===== src/rtl/mult_pkg.sv =====
// Shared constants and FSM state encoding for the sequential Booth multiplier.
package mult_pkg;

  localparam int WIDTH_DEF = 32;

  typedef enum logic [1:0] {
    IDLE = 2'd0,
    BUSY = 2'd1,
    DONE = 2'd2
  } state_t;

endpackage


===== src/rtl/booth_step.sv =====
// One radix-2 Booth iteration: conditional add/sub of Mr into A, then an
// arithmetic right shift of the combined {A, Qr, q_m1} register.
module booth_step #(
  parameter int WIDTH = 32
) (
  input  logic [WIDTH:0]   a,
  input  logic [WIDTH-1:0] qr,
  input  logic             q_m1,
  input  logic [WIDTH:0]   mr,
  output logic [WIDTH:0]   a_next,
  output logic [WIDTH-1:0] qr_next,
  output logic             q_m1_next
);

  logic [WIDTH:0] sum;

  always_comb begin
    sum = a;
    case ({qr[0], q_m1})
      2'b01:   sum = a + mr;
      2'b10:   sum = a - mr;
      default: sum = a;
    endcase
    // Replicating the sign of the WIDTH+1 bit accumulator keeps the shift exact.
    {a_next, qr_next, q_m1_next} = {sum[WIDTH], sum, qr};
  end

endmodule


===== src/rtl/mult_booth_seq.sv =====
// Signed WIDTH x WIDTH sequential radix-2 Booth multiplier; one iteration per
// clock, result and done registered and held until the next accepted start.
module mult_booth_seq
  import mult_pkg::*;
#(
  parameter int WIDTH = WIDTH_DEF
) (
  input  logic                 clk,
  input  logic                 rst,
  input  logic                 start,
  input  logic [WIDTH-1:0]     M,
  input  logic [WIDTH-1:0]     Q,
  output logic [2*WIDTH-1:0]   result,
  output logic                 done
);

  localparam int CW = $clog2(WIDTH + 1);

  state_t           state_reg;
  logic [CW-1:0]    count_reg;
  logic [WIDTH:0]   a_reg;
  logic [WIDTH:0]   mr_reg;
  logic [WIDTH-1:0] qr_reg;
  logic             q_m1_reg;
  logic [2*WIDTH-1:0] result_reg;
  logic             done_reg;

  logic [WIDTH:0]   a_next;
  logic [WIDTH-1:0] qr_next;
  logic             q_m1_next;
  logic             accept;

  // A start seen while iterating is dropped, never queued.
  assign accept = start && (state_reg != BUSY);

  booth_step #(
    .WIDTH(WIDTH)
  ) u_step (
    .a         (a_reg),
    .qr        (qr_reg),
    .q_m1      (q_m1_reg),
    .mr        (mr_reg),
    .a_next    (a_next),
    .qr_next   (qr_next),
    .q_m1_next (q_m1_next)
  );

  always_ff @(posedge clk or negedge rst) begin
    if (!rst) begin
      state_reg  <= IDLE;
      count_reg  <= '0;
      a_reg      <= '0;
      mr_reg     <= '0;
      qr_reg     <= '0;
      q_m1_reg   <= 1'b0;
      result_reg <= '0;
      done_reg   <= 1'b0;
    end else if (accept) begin
      state_reg <= BUSY;
      count_reg <= CW'(WIDTH);
      a_reg     <= '0;
      mr_reg    <= {M[WIDTH-1], M};
      qr_reg    <= Q;
      q_m1_reg  <= 1'b0;
      done_reg  <= 1'b0;
    end else if (state_reg == BUSY) begin
      a_reg     <= a_next;
      qr_reg    <= qr_next;
      q_m1_reg  <= q_m1_next;
      count_reg <= count_reg - CW'(1);
      if (count_reg == CW'(1)) begin
        result_reg <= {a_next[WIDTH-1:0], qr_next};
        done_reg   <= 1'b1;
        state_reg  <= DONE;
      end
    end
  end

  assign result = result_reg;
  assign done   = done_reg;

endmodule


===== config.mk =====
export PLATFORM = sky130hd
export DESIGN_NAME = mult_booth_seq
export DESIGN_NICKNAME = d
export VERILOG_FILES = /design/src/rtl/mult_pkg.sv /design/src/rtl/booth_step.sv /design/src/rtl/mult_booth_seq.sv
export SDC_FILE = /design/constraint.sdc
export NUM_CORES = 1
export LEC_CHECK = 0
export BUFFER_PORTS_ARGS = -buffer_cell sky130_fd_sc_hd__buf_2
export CAP_MARGIN = 20
export CORE_MARGIN = 3
export CORE_UTILIZATION = 52
export CTS_CLUSTER_DIAMETER = 80
export DETAILED_ROUTE_END_ITERATION = 10
export PLACE_DENSITY = 0.8
export REMOVE_ABC_BUFFERS = 1
export SYNTH_ARGS = -nofsm -noshare
export SYNTH_HDL_FRONTEND = slang
export SYNTH_SLANG_ARGS = --single-unit

===== constraint.sdc =====
create_clock -name clk -period 4.5 [get_ports clk]
set_clock_uncertainty 0.05 [all_clocks]
set_input_delay 0.45 -clock clk [delete_from_list [all_inputs] [get_ports clk]]
set_output_delay 0.45 -clock clk [all_outputs]
set_load 0.02 [all_outputs]

# Word-level counts from Yosys, hierarchy flattened
# Index checks and enable logic that the tools add are counted.
# totals
out_inout_bits	65
input_bits	67
word_cells	37
register_bits	171
# classes
bitwise	1
eq_ne	5
muxes	15
reduce_logical	5
add_sub_neg	3
# ops
operator	count
33-bit 2-to-1 mux	2
33-bit one-hot mux with 2 select lines	1
32-bit 2-to-1 mux	2
33-bit adder	1
33-bit subtractor	1
6-bit 2-to-1 mux	2
6-bit by 1-bit equality test with 1-bit output (second input constant)	1
2-bit 2-to-1 mux	3
6-bit by 1-bit subtractor with 6-bit output (second input constant)	1
1-bit 2-to-1 mux	5
2-bit by 1-bit equality test with 1-bit output (second input constant)	2
2-bit nonzero test	2
3-bit AND reduction	1
2-bit equality test (second input constant)	1
2-bit by 1-bit != test with 1-bit output (second input constant)	1
2-bit AND reduction	1
1-bit logical AND	1
1-bit inverter	1

# Depth between registers and ports, before layout
# logic_depth
word_depth	4
depth_mapped	18
ltp_nobuf	17

# Cells and area by module
# A second synthesis with hierarchy kept.
# hier_totals
hier_cells	1030
area_unflattened_um2	10309.9
# modules_own_cells
mod	area_each_um2	cells_per_inst	n_inst	seq_area_each_um2
mult_booth_seq	6986.7	530	1	4254.1
booth_step	3323.2	500	1	0.0

# Worst setup path before layout
# OpenSTA, ideal clock, no wires.
# synth_timing
path_type	reg2reg
start	reg mr_reg[5]
end	reg a_reg[31]
period_less_slack_ns	4.497
slack_ns	0.003
path_stages_with_launch	18
arrival_ns	4.360
setup_ns	0.087
cell_sequence	dfrtp_1 or4_4 or3_4 or4_1 nor2_1 and2_1 a21oi_1 xnor2_1 ha_1 a21o_1 a21oi_1 o21bai_1 a31o_2 a21oi_1 a21oi_1 o31a_2 or4_1 o211ai_1
# synth_between
elab_chain_len	4
elab_cells_between_ends	5
# synth_rtl
element	line	source
start, declared	mult_booth_seq.sv:22	logic [WIDTH:0] mr_reg;
start signal, assigned	mult_booth_seq.sv:62	mr_reg <= {M[WIDTH-1], M};
33-bit subtractor / 33-bit adder (equally long branches)	booth_step.sv:21, booth_step.sv:20	
33-bit one-hot mux with 2 select lines (*)	booth_step.sv:19	case ({qr[0], q_m1})
33-bit 2-to-1 mux (*)	mult_booth_seq.sv:66	end else if (state_reg == BUSY) begin
33-bit 2-to-1 mux (*)	mult_booth_seq.sv:58	end else if (accept) begin
end signal, assigned	mult_booth_seq.sv:67	a_reg <= a_next;
end, declared	mult_booth_seq.sv:21	logic [WIDTH:0] a_reg;
# Mark *: on every way between the ends. The rest lies on a longest branch, timed or not. The select of a mux whose other input is x is not followed.
# A chain may end at the register's enable or synchronous reset.

# Worst setup path in the final report
# Ends and elaborated chain as after synthesis.

==> metrics <==
status complete, no violations; aggregate global routing overflow 0; Highest Clock Rate between 0.2 and 0.25 GHz; initial antenna violation count 4; number of fill cells in the layout 1380; cell-by-cell trace of the critical path or4_4 -> or3_4 -> or4_4 -> nor2_4 -> and2_4 -> a21oi_4 -> xnor2_1 -> ha_1 -> buf_4 -> and3_1 -> and3_1 -> and3_1 -> nand3_1 -> a21oi_2 -> o31a_2 -> or4_1 -> o211ai_1; DRC viols 0; met3 global-route usage a little under 9%; Unique masters post-synth 60; Via-to-Cell Ratio 5.62; cells after synthesis roughly 1000; worst hold path type input port to async pin; placeable core area 0.0174 mm^2; post-detail-place hpwl 16400 um; Final Setup Violations 0; final net count 1264; Reg area 0.00423 mm^2; global-route wire length before repair 38900 um; maximum level of the CTS H-tree 4; Buffers & Inverters on Critical Path 1; vias around 7900; mean routed wirelength per cell approximately 17 um; gr usage total 24.4%; relative area change from synthesis to final layout 20.7%; buffers added on ports 131; largest driver fanout on the critical path 5; total area of multi-input combinational cells 0.00488 mm^2; clock root buffer clkbuf_16; buffer levels on the longest clock path 2; cell at the slowest stage of the critical path or4_4; worst slew pin tran 0.823 ns; Die Y-Extent 139 um; Largest register FFs 64; register area share after synthesis between 40% and 50%; Num CTS Buffers 17; Critical Path Source Type flip-flop; number of storage elements in the synthesis netlist between 150 and 200; number of warnings reported in the yosys synthesis log 0; number of violations of the max-capacitance limit 0; floorplan die area just under 0.02 mm^2; number of enable-type register cells in the synthesized netlist 0; Clock Pin Slew Worst Setup and Hold Paths 0.07 ns; source of the critical timing path mr_reg[5]$_DFFE_PN0P_; die width 139 um; critical path class flip-flop to flip-flop; unrepaired setup endpoints after global routing yes; startpoint of the worst register-to-register path mr_reg[5]$_DFFE_PN0P_; met2 track demand over resource in global routing a little under two fifths; FF-to-FF setup slack 0.0004 ns; cell row count 48; dominant synthesized flop cell dfrtp_1; share of synthesized registers carrying an async set or reset 100%; largest net degree at the start of global routing 95; clock sink total 169; crit path capture type flip-flop; required time at the worst-slack endpoint 4.81 ns; placed cell count 1357; Iter 0 DRT Violations 518; clock tree from TritonCTS done; first-pass iteration count of the detailed router 5; Rel. slew slack 45.1%; fin crit share 100%; total wirelength of the detailed-routed design 23500 um; clock latency of the later-clocked register in the worst-skew pair 0.44 ns; number of antenna-violating nets in the routed design 0; GR Util met1 31.9%; final std cells w/o fill about 1400; Yosys top cell by area dfrtp_1; Starting Density 53.4%; max-slew violations 0; endpoint of the worst register-to-register path a_reg[31]$_DFFE_PN0P_; global-route layer with the greatest usage met2; data arrival time of the critical path 4.81 ns; number of global-route vias before repair 7868; cell area after synthesis 0.00926 mm^2; weighted congestion reported at the end of routability-driven placement ~0.95; proportion of layout cells with a drive suffix above 1 24.6%; fraction of post-synthesis cell area in the top cell type by area a little under half; Register-to-Register Path Depth 17; hold-fix buffers at CTS 0; kind of cell adding the most delay to the critical path simple AND/OR/NAND/NOR gates; cell occurring most often along the worst timing path and3_1; Hold Fails Final Rpt 0; number of I/O pins 132; largest cells by area after synthesis dfrtp_1, nand2_1, o21ai_0; Avg Inst Size Synth 9.16 um^2; largest incremental delay on the critical path roughly 0.53 ns; crit path time final 4.50 ns
## cell type report
cell class	instances	area share, %
multi-input cells	763	43.6
flip-flops and latches	169	37.8
repair buffers	186	9.90
clock buffers	21	4.12
well taps	225	2.52
clock inverters	11	1.21
inverters	23	0.772
diodes	1	0.0224
## kinds of logic after synthesis
family / count (synthesis) / share of synthesized area (%)
simple gates: 352 / 17.0
compound gates: 244 / 15.1
flops: 169 / 45.7
buf+inv: 79 / 3.22
mux: 77 / 8.92
xor+xnor: 53 / 5.01
fa+ha+maj: 37 / 5.08
## worst max path at each step
stage / depth (start not counted) / slack, ns / end
2_1_floorplan: 17 / -0.03 / a_reg[31]$_DFFE_PN0P_
3_3_place_gp: 18 / -0.05 / a_reg[31]$_DFFE_PN0P_
3_5_place_dp: 18 / -0.15 / a_reg[31]$_DFFE_PN0P_
4_1_cts: 18 / -0.06 / a_reg[31]$_DFFE_PN0P_
5_1_grt: 16 / -0.20 / a_reg[31]$_DFFE_PN0P_
6_report: 17 / 0.0004 / a_reg[31]$_DFFE_PN0P_
## cell usage after synthesis (2+ instances only)
library cell  instances
a211o_1               2
a211oi_1              5
a21o_1               11
a21oi_1              68
a221oi_1              2
a22oi_1               2
a31o_2                2
a31oi_1              16
and2_1                3
and3_1                9
buf_1                 9
clkbuf_1             46
dfrtp_1             169
ha_1                 36
inv_1                23
mux2_2               34
mux2i_1              42
nand2_1             192
nand2b_1              5
nand3_1              39
nand4_1               5
nor2_1               56
nor2b_1               7
nor3_1               14
nor3b_1               3
nor4_1                4
o211ai_1              5
o21a_1                5
o21ai_0             104
o21bai_1              8
o311ai_0              2
o31a_1                2
o31ai_1               2
or4_1                 2
xnor2_1              45
xor2_1                8
## placed cells by master (no fill, tap or decap), types with 3 or more instances in the layout
| master | synthesis | routed |
|---|---|---|
| buf_4 | 0 | 53 |
| a31oi_1 | 16 | 15 |
| xnor2_1 | 45 | 45 |
| buf_2 | 1 | 130 |
| a21oi_2 | 1 | 5 |
| nand4_1 | 5 | 5 |
| nor4_1 | 4 | 4 |
| a21oi_1 | 68 | 61 |
| o21a_1 | 5 | 5 |
| a21oi_4 | 0 | 3 |
| and3_1 | 9 | 9 |
| o21bai_1 | 8 | 6 |
| inv_6 | 0 | 4 |
| nor2_1 | 56 | 55 |
| o21ai_1 | 1 | 6 |
| clkbuf_16 | 0 | 17 |
| o211ai_1 | 5 | 5 |
| xor2_1 | 8 | 8 |
| a211oi_1 | 5 | 5 |
| a21o_1 | 11 | 11 |
| dfrtp_1 | 169 | 169 |
| nand2_1 | 192 | 192 |
| nand3_1 | 39 | 37 |
| o21ai_0 | 104 | 98 |
| mux2i_1 | 42 | 42 |
| mux2_2 | 34 | 33 |
| nor3_1 | 14 | 14 |
| inv_1 | 23 | 23 |
| ha_2 | 0 | 3 |
| nor3b_1 | 3 | 3 |
| nand2b_1 | 5 | 4 |
| ha_1 | 36 | 33 |
| nor2b_1 | 7 | 6 |
## worst register-to-register path: cells and delay by family (launching register included)
kind / cells / cell delay (ns)
adder cells (fa/ha/maj): 1 / 0.27
XOR/XNOR: 1 / 0.17
buffers and inverters: 1 / 0.15
AO/OA/AOI/OAI: 4 / 0.66
AND/OR/NAND/NOR: 10 / 2.76
flip-flops: 1 / 0.38
## what timing repair did
item / in CTS / in global routing
setup endpoints to repair: 4 / 24
setup buffers: 2 / 8
gates resized for setup: 7 / 29
pin swaps: 5 / 22
## through the flow
step	instance area [um^2]	worst slack [ns]	hold slack, ns	setup TNS [ns]	util (%)
2_1_floorplan	9050	-0.0341	0.104	-0.0341	-
3_3_place_gp	10400	-0.0493	0.395	-0.0493	59.7
3_5_place_dp	10400	-0.151	0.400	-0.163	59.7
4_1_cts	11000	-0.0643	0.0595	-0.0988	63.4
5_1_grt	11200	-0.197	0.0968	-1.36	64.4
6_report	11200	0.000357	0.0391	0	64.4
## metal layers
| layer | wire (um) | up-vias | share of wire [%] |
|---|---|---|---|
| met2 | 10900 | 223 | 46 |
| met1 | 10300 | 3765 | 44 |
| li1 | - | 3826 | - |
| met3 | 1790 | 46 | 7.6 |
| met5 | 34 | - | 0.14 |
| met4 | 522 | 6 | 2.2 |
Power is left out: the tool's default activity adds up to more than one toggle a clock period on the data nets, which glitch-free logic cannot reach.
